**config.mk**
```make
export PLATFORM = sky130hd
export DESIGN_NAME = ahbl_master_bridge
export DESIGN_NICKNAME = d
export VERILOG_FILES = /design/src/rtl/ahbl_master_bridge.sv
export SDC_FILE = /design/constraint.sdc
export NUM_CORES = 1
export LEC_CHECK = 0
export CAP_MARGIN = 0
export CELL_PAD_IN_SITES_DETAIL_PLACEMENT = 0
export CELL_PAD_IN_SITES_GLOBAL_PLACEMENT = 1
export CORE_ASPECT_RATIO = 2
export CORE_UTILIZATION = 42
export CTS_CLUSTER_DIAMETER = 80
export DETAILED_ROUTE_END_ITERATION = 8
export PLACE_DENSITY_LB_ADDON = 0.1
export SLEW_MARGIN = 20
export SYNTH_ARGS = -nofsm -noshare
export SYNTH_HDL_FRONTEND = slang
export SYNTH_SLANG_ARGS = --single-unit
```
**constraint.sdc**
```tcl
create_clock -name clk -period 1.94 [get_ports clk]
set_input_delay 0.388 -clock clk [delete_from_list [all_inputs] [get_ports clk]]
set_output_delay 0.388 -clock clk [all_outputs]
set_load 0.005 [all_outputs]
```
**src/rtl/ahbl_master_bridge.sv**
```systemverilog
// ahbl_master_bridge: AHB-lite initiator driven by a valid/ready request port.
// Requests are normalised (size clamp, address alignment) and queued in a
// 2^L2FD-entry command FIFO. The FIFO head feeds a two-stage address-phase /
// data-phase pipeline, so the address of transfer N+1 overlaps the data phase
// of transfer N. An idle pipeline takes the incoming request straight into
// the address phase, which gives NONSEQ on the bus one cycle after accept.
// Read data comes back in order on a one-cycle rsp_valid strobe.
//
// Optional build macro AHBL_MST_STATS_EN: adds the xfer_count / wait_count
// statistics counters. Without it both outputs are tied to zero.
module ahbl_master_bridge #(
    parameter int L2FD = 2
) (
    input  logic        clk,
    input  logic        reset_n,
    input  logic        clken,
    input  logic        req_valid,
    output logic        req_ready,
    input  logic        req_write,
    input  logic [2:0]  req_size,
    input  logic [31:0] req_addr,
    input  logic [31:0] req_wdata,
    output logic        rsp_valid,
    output logic [31:0] rsp_rdata,
    output logic [31:0] ahbl_addr,
    output logic [1:0]  ahbl_trans,
    output logic        ahbl_write,
    output logic [2:0]  ahbl_size,
    output logic [31:0] ahbl_wdata,
    input  logic [31:0] ahbl_rdata,
    input  logic        ahbl_ready,
    output logic [15:0] xfer_count,
    output logic [15:0] wait_count
);

    localparam int DEPTH = 1 << L2FD;
    localparam logic [1:0] HTRANS_IDLE   = 2'b00;
    localparam logic [1:0] HTRANS_NONSEQ = 2'b10;

    typedef struct packed {
        logic        write;
        logic [2:0]  size;
        logic [31:0] addr;
        logic [31:0] wdata;
    } cmd_t;

    // Pipeline occupancy, encoded as {AP valid, DP valid}.
    typedef enum logic [1:0] {
        ST_IDLE      = 2'b00,
        ST_ADDR      = 2'b10,
        ST_ADDR_DATA = 2'b11,
        ST_DATA      = 2'b01
    } state_t;

    // Clamp oversize requests to a word and align the address to the size.
    function automatic cmd_t normalise(input logic w, input logic [2:0] s,
                                       input logic [31:0] a, input logic [31:0] d);
        cmd_t c;
        c.write = w;
        c.size  = (s > 3'd2) ? 3'd2 : s;
        c.addr  = a;
        c.wdata = d;
        case (c.size)
            3'd1:    c.addr[0]   = 1'b0;
            3'd2:    c.addr[1:0] = 2'b00;
            default: ;
        endcase
        return c;
    endfunction

    cmd_t          fifo_mem [DEPTH];
    logic [L2FD:0] wr_ptr, rd_ptr;
    logic          fifo_empty, fifo_full;
    cmd_t          req_cmd, head;
    logic          push, pop, bypass, load_ap, fifo_wr, advance;

    state_t        state;
    logic          ap_valid, dp_valid;
    logic [31:0]   ap_wdata;
    logic          dp_write;

    assign req_cmd    = normalise(req_write, req_size, req_addr, req_wdata);
    assign fifo_empty = (wr_ptr == rd_ptr);
    assign fifo_full  = (wr_ptr[L2FD] != rd_ptr[L2FD]) &&
                        (wr_ptr[L2FD-1:0] == rd_ptr[L2FD-1:0]);
    assign req_ready  = ~fifo_full & clken;
    assign push       = req_valid & req_ready;

    assign ap_valid   = (state == ST_ADDR) || (state == ST_ADDR_DATA);
    assign dp_valid   = (state == ST_ADDR_DATA) || (state == ST_DATA);

    // HREADY only matters while a data phase is outstanding.
    assign advance    = clken & (~dp_valid | ahbl_ready);
    assign bypass     = advance & fifo_empty & push;
    assign pop        = advance & ~fifo_empty;
    assign load_ap    = pop | bypass;
    assign fifo_wr    = push & ~bypass;
    assign head       = fifo_empty ? req_cmd : fifo_mem[rd_ptr[L2FD-1:0]];

    // Command FIFO: write on push unless the request goes straight to AP.
    always_ff @(posedge clk or negedge reset_n) begin
        if (!reset_n) begin
            wr_ptr <= '0;
            rd_ptr <= '0;
            for (int i = 0; i < DEPTH; i++) fifo_mem[i] <= '0;
        end else begin
            if (fifo_wr) begin
                fifo_mem[wr_ptr[L2FD-1:0]] <= req_cmd;
                wr_ptr                     <= wr_ptr + 1'b1;
            end
            if (pop) rd_ptr <= rd_ptr + 1'b1;
        end
    end

    // Pipeline FSM with registered bus outputs and read-response strobe.
    always_ff @(posedge clk or negedge reset_n) begin
        if (!reset_n) begin
            state      <= ST_IDLE;
            ahbl_trans <= HTRANS_IDLE;
            ahbl_addr  <= '0;
            ahbl_write <= 1'b0;
            ahbl_size  <= '0;
            ahbl_wdata <= '0;
            ap_wdata   <= '0;
            dp_write   <= 1'b0;
            rsp_valid  <= 1'b0;
            rsp_rdata  <= '0;
        end else if (clken) begin
            rsp_valid <= 1'b0;
            if (dp_valid && !dp_write && ahbl_ready) begin
                rsp_valid <= 1'b1;
                rsp_rdata <= ahbl_rdata;
            end
            if (advance) begin
                // AP moves into DP; write data is presented for its data phase.
                dp_write <= ahbl_write;
                if (ap_valid && ahbl_write) ahbl_wdata <= ap_wdata;
                // Refill AP from the FIFO head (or the bypassed request).
                if (load_ap) begin
                    ahbl_trans <= HTRANS_NONSEQ;
                    ahbl_addr  <= head.addr;
                    ahbl_write <= head.write;
                    ahbl_size  <= head.size;
                    ap_wdata   <= head.wdata;
                end else begin
                    ahbl_trans <= HTRANS_IDLE;
                end
                case ({load_ap, ap_valid})
                    2'b10:   state <= ST_ADDR;
                    2'b11:   state <= ST_ADDR_DATA;
                    2'b01:   state <= ST_DATA;
                    default: state <= ST_IDLE;
                endcase
            end
        end
    end

`ifdef AHBL_MST_STATS_EN
    logic [15:0] xfer_q, wait_q;

    // Count completed data phases and stalled data-phase cycles.
    always_ff @(posedge clk or negedge reset_n) begin
        if (!reset_n) begin
            xfer_q <= '0;
            wait_q <= '0;
        end else if (clken && dp_valid) begin
            if (ahbl_ready) xfer_q <= xfer_q + 16'd1;
            else            wait_q <= wait_q + 16'd1;
        end
    end

    assign xfer_count = xfer_q;
    assign wait_count = wait_q;
`else
    assign xfer_count = 16'd0;
    assign wait_count = 16'd0;
`endif

endmodule

```
==> out/metrics.cfg <==
[status]
status=complete, but fails checks
violations=negative setup slack

[critical_path]
cp-start-kind=flip-flop
r2r_cells=8
worst_r2r_startpoint=rd_ptr[1]$_DFFE_PN0P_
end_kind=flip-flop
max_stage_delay_ns=0.50
cp.required_ns=2.36
r2r_slack_ns=-0.24
cp.arrival_ns=2.59
slowest_stage=dfrtp_4
cpMostUsedCell=buf_12
crit_fanout=7
r2r_end=fifo_mem[166]$_DFFE_PN0P_
crit_type=reg2reg
path_cells=xnor2_4, buf_6, nand3b_4, o2111ai_4, buf_12, buf_12, buf_16, mux2_4
crit_path_start=rd_ptr[1]$_DFFE_PN0P_

[global_routing]
overflow=0
grt_pass1_vias=11600
antenna_found_initial=0
grt_max_degree=60
grt_usage=0.204
grt_pass1_wl_um=68800

[synthesis]
synth_mux_area_frac=0.373
yosysUniqueCellTypes=33
syn-cell-area_um2=18200
yosysWarnings=0
synth-xor-area-share=0.00418
syn_inst=1105
synth_compound_area_frac=0.00679
synth_top_family_by_area=multiplexers
synthAdderAreaFrac=0.00343
ys_ff_latch=415
seq_area_frac_synth=0.569
synth_area_per_cell_um2=16.5
synth-simple-area-share=0.00775

[power]
power_frac_clock=0.176
swShare=0.282
ir_drop_mv=0.816
power_density_nw_per_um2=1780
totalPowerFinal_mw=44.6
p_int_mw=32.0
switchingPower_mw=12.6
leakage_nw=11.7
p_comb_frac=0.482
seqPwrFrac=0.342

[detailed_routing]
drtAntennaViolNets=0
vias=10500
firstDrtPassIters=4
wl_per_cell_um=23.5
met2RoutedLength_um=25300
wl_um=46700
viasPerCell=5.29
drc_errors=0
drt_iter0_drc=433
m1WireLength_um=18900
highest_layer=met4
met3_length_um=1660

[finish]
drive_gt1_frac=0.506
fin_nets=1524
area_growth_pct=37.7
final_area_um2=25100
diodes=0

[floorplan]
die_w_um=149
pin_count=241
start_util=0.427
core-area_um2=42700
die_h_um=297
rows=107
die-area_um2=44300

[sta]
timing.final.hold_violations=0
min_period_over_period=1.12
drv_slew=0
period_minus_slack_ns=2.18
rsz0062_at_grt=yes
setup_violations=337
worst_pin_slew_ns=0.542
slew_headroom=0.639
fin_ws_ns=-0.236
fmax_ghz=0.460
clock_skew_ns=0.0193
tns_ns=-52.49

[clocking]
cts_tree=yes
cts_buffer_depth=3
cts_buffers=39
cts.sinks=415
clk_pin_slew_ns=0.07
root_buffer=clkbuf_16
htree_levels=2
clock_latency_ns=0.54

[worst_hold_path]
hold_path.class=in2async

[placed_design]
dp_hpwl_um=26300
globalplace.congestion=0.706
postPlaceCellArea_um2=21500
io_buffer_count=207

[job]
cap_violations=0

how the worst max path moves through the flow:
stage               slack [ns]  depth (start not counted)                   endpoint
finish                   -0.24                          8  fifo_mem[166]$_DFFE_PN0P_
global route             -0.30                          8  fifo_mem[166]$_DFFE_PN0P_
CTS                      -0.25                          7   fifo_mem[21]$_DFFE_PN0P_
detailed placement       -0.40                          6   fifo_mem[64]$_DFFE_PN0P_
global placement         -0.37                          6   fifo_mem[64]$_DFFE_PN0P_
floorplan                 0.01                          8   fifo_mem[57]$_DFFE_PN0P_
cell usage in the layout, fill, tap and decap left out, types with 2 or more instances in the layout:
| master | count |
|---|---|
| dfrtp_1 | 411 |
| mux2_4 | 246 |
| mux2_2 | 206 |
| clkdlybuf4s50_1 | 205 |
| mux4_2 | 68 |
| clkbuf_16 | 54 |
| buf_12 | 46 |
| conb_1 | 33 |
| buf_4 | 31 |
| buf_16 | 21 |
| mux2_1 | 14 |
| clkbuf_8 | 10 |
| buf_8 | 10 |
| nand2_1 | 9 |
| clkinv_2 | 8 |
| clkbuf_1 | 8 |
| buf_6 | 8 |
| and2_1 | 7 |
| inv_1 | 5 |
| ha_1 | 5 |
| o2111ai_4 | 4 |
| xnor2_1 | 4 |
| xnor2_4 | 2 |
| nand3b_4 | 2 |
| o21ai_0 | 2 |
| dfrtp_2 | 2 |
| bufinv_16 | 2 |
| dfrtp_4 | 2 |
layer usage:
layer  up-vias  track usage
li1       4597            -
met1      5618        0.244
met2       242        0.378
met3        57       0.0272
met4         0       0.0517
met5         -            0
registers in the layout, summed over array words and instances (netlist names), 3 cells and up:
register    count
ahbl_size       3
rsp_rdata      32
rd_ptr          3
wr_ptr          3
ahbl_wdata     32
ahbl_addr      32
fifo_mem      272
ap_wdata       32
kinds of logic after synthesis:
| family | count (synthesis) |
|---|---|
| other cells | 1 |
| simple gates | 25 |
| flops | 415 |
| mux | 536 |
| xor+xnor | 7 |
| fa+ha+maj | 5 |
| compound gates | 11 |
| buf+inv | 105 |
synthesized netlist by cell type (all sizes together):
| library cell | count | area share |
|---|---|---|
| nor2 | 1 | 0.00021 |
| nand2 | 9 | 0.0019 |
| a32o | 1 | 0.00055 |
| o2111ai | 4 | 0.0039 |
| xnor2 | 6 | 0.0037 |
| nand3 | 3 | 0.0011 |
| xor2 | 1 | 0.00048 |
| and2 | 8 | 0.0027 |
| mux4 | 68 | 0.084 |
| o211ai | 1 | 0.00041 |
| mux2 | 466 | 0.29 |
| nor3b | 1 | 0.00041 |
| mux2i | 2 | 0.0011 |
| o21ai | 4 | 0.0015 |
| inv | 5 | 0.0010 |
| conb | 1 | 0.00021 |
| nand4b | 1 | 0.00048 |
| o21a | 1 | 0.00041 |
| or2 | 1 | 0.00034 |
| clkbuf | 10 | 0.0021 |
| dfrtp | 415 | 0.57 |
| nand3b | 1 | 0.00062 |
| ha | 5 | 0.0034 |
| buf | 90 | 0.033 |
cell type report:
cell class                      instances  area (um^2)
Inverter                                5         18.8
Fill cell                            3324        17600
Timing Repair Buffer                  335         4360
Clock inverter                         10          100
Sequential cell                       415        10400
Multi-Input combinational cell        618         8370
Tap cell                              545          682
Clock buffer                           59         1190
stage by stage:
step / utilization / setup slack (ns) / hold WS (ns) / instances
2_1_floorplan: - / 0.0103 / 0.0924 / 1137
3_3_place_gp: 0.504 / -0.368 / 0.325 / 1857
3_5_place_dp: 0.504 / -0.400 / 0.323 / 1857
4_1_cts: 0.561 / -0.248 / 0.367 / 1966
5_1_grt: 0.588 / -0.297 / 0.381 / 1987
6_report: 0.588 / -0.236 / 0.356 / 1987
repair_timing:
item / in CTS / in global routing
gates cloned: 17 / 16
gates resized for setup: 127 / 212
hold buffers: 1 / 0
endpoints found under the hold margin: 27 / 0
buffers inserted: 23 / 15
endpoints found under the setup margin: 340 / 343
pin swaps: 7 / 6
power by group through the flow:
| stage | Combinational (mW) | Clock (mW) | Sequential, mW |
|---|---|---|---|
| after floorplan | 11.1 | 0 | 14.6 |
| after global placement | 16.4 | 0 | 15.1 |
| after CTS | 18.9 | 8.04 | 15.2 |
| after global routing | 23.0 | 8.32 | 15.8 |
| final | 21.5 | 7.83 | 15.3 |
| after detailed placement | 16.7 | 0 | 15.3 |
critical path, delay by kind of cell (launching register included):
kind	cells	cell delay, ns
AND/OR/NAND/NOR	1	0.17
flip-flops	1	0.50
multiplexers	1	0.31
AO/OA/AOI/OAI	1	0.26
buffers and inverters	4	0.60
XOR/XNOR	1	0.19
(Power assumes the default switching activity.)
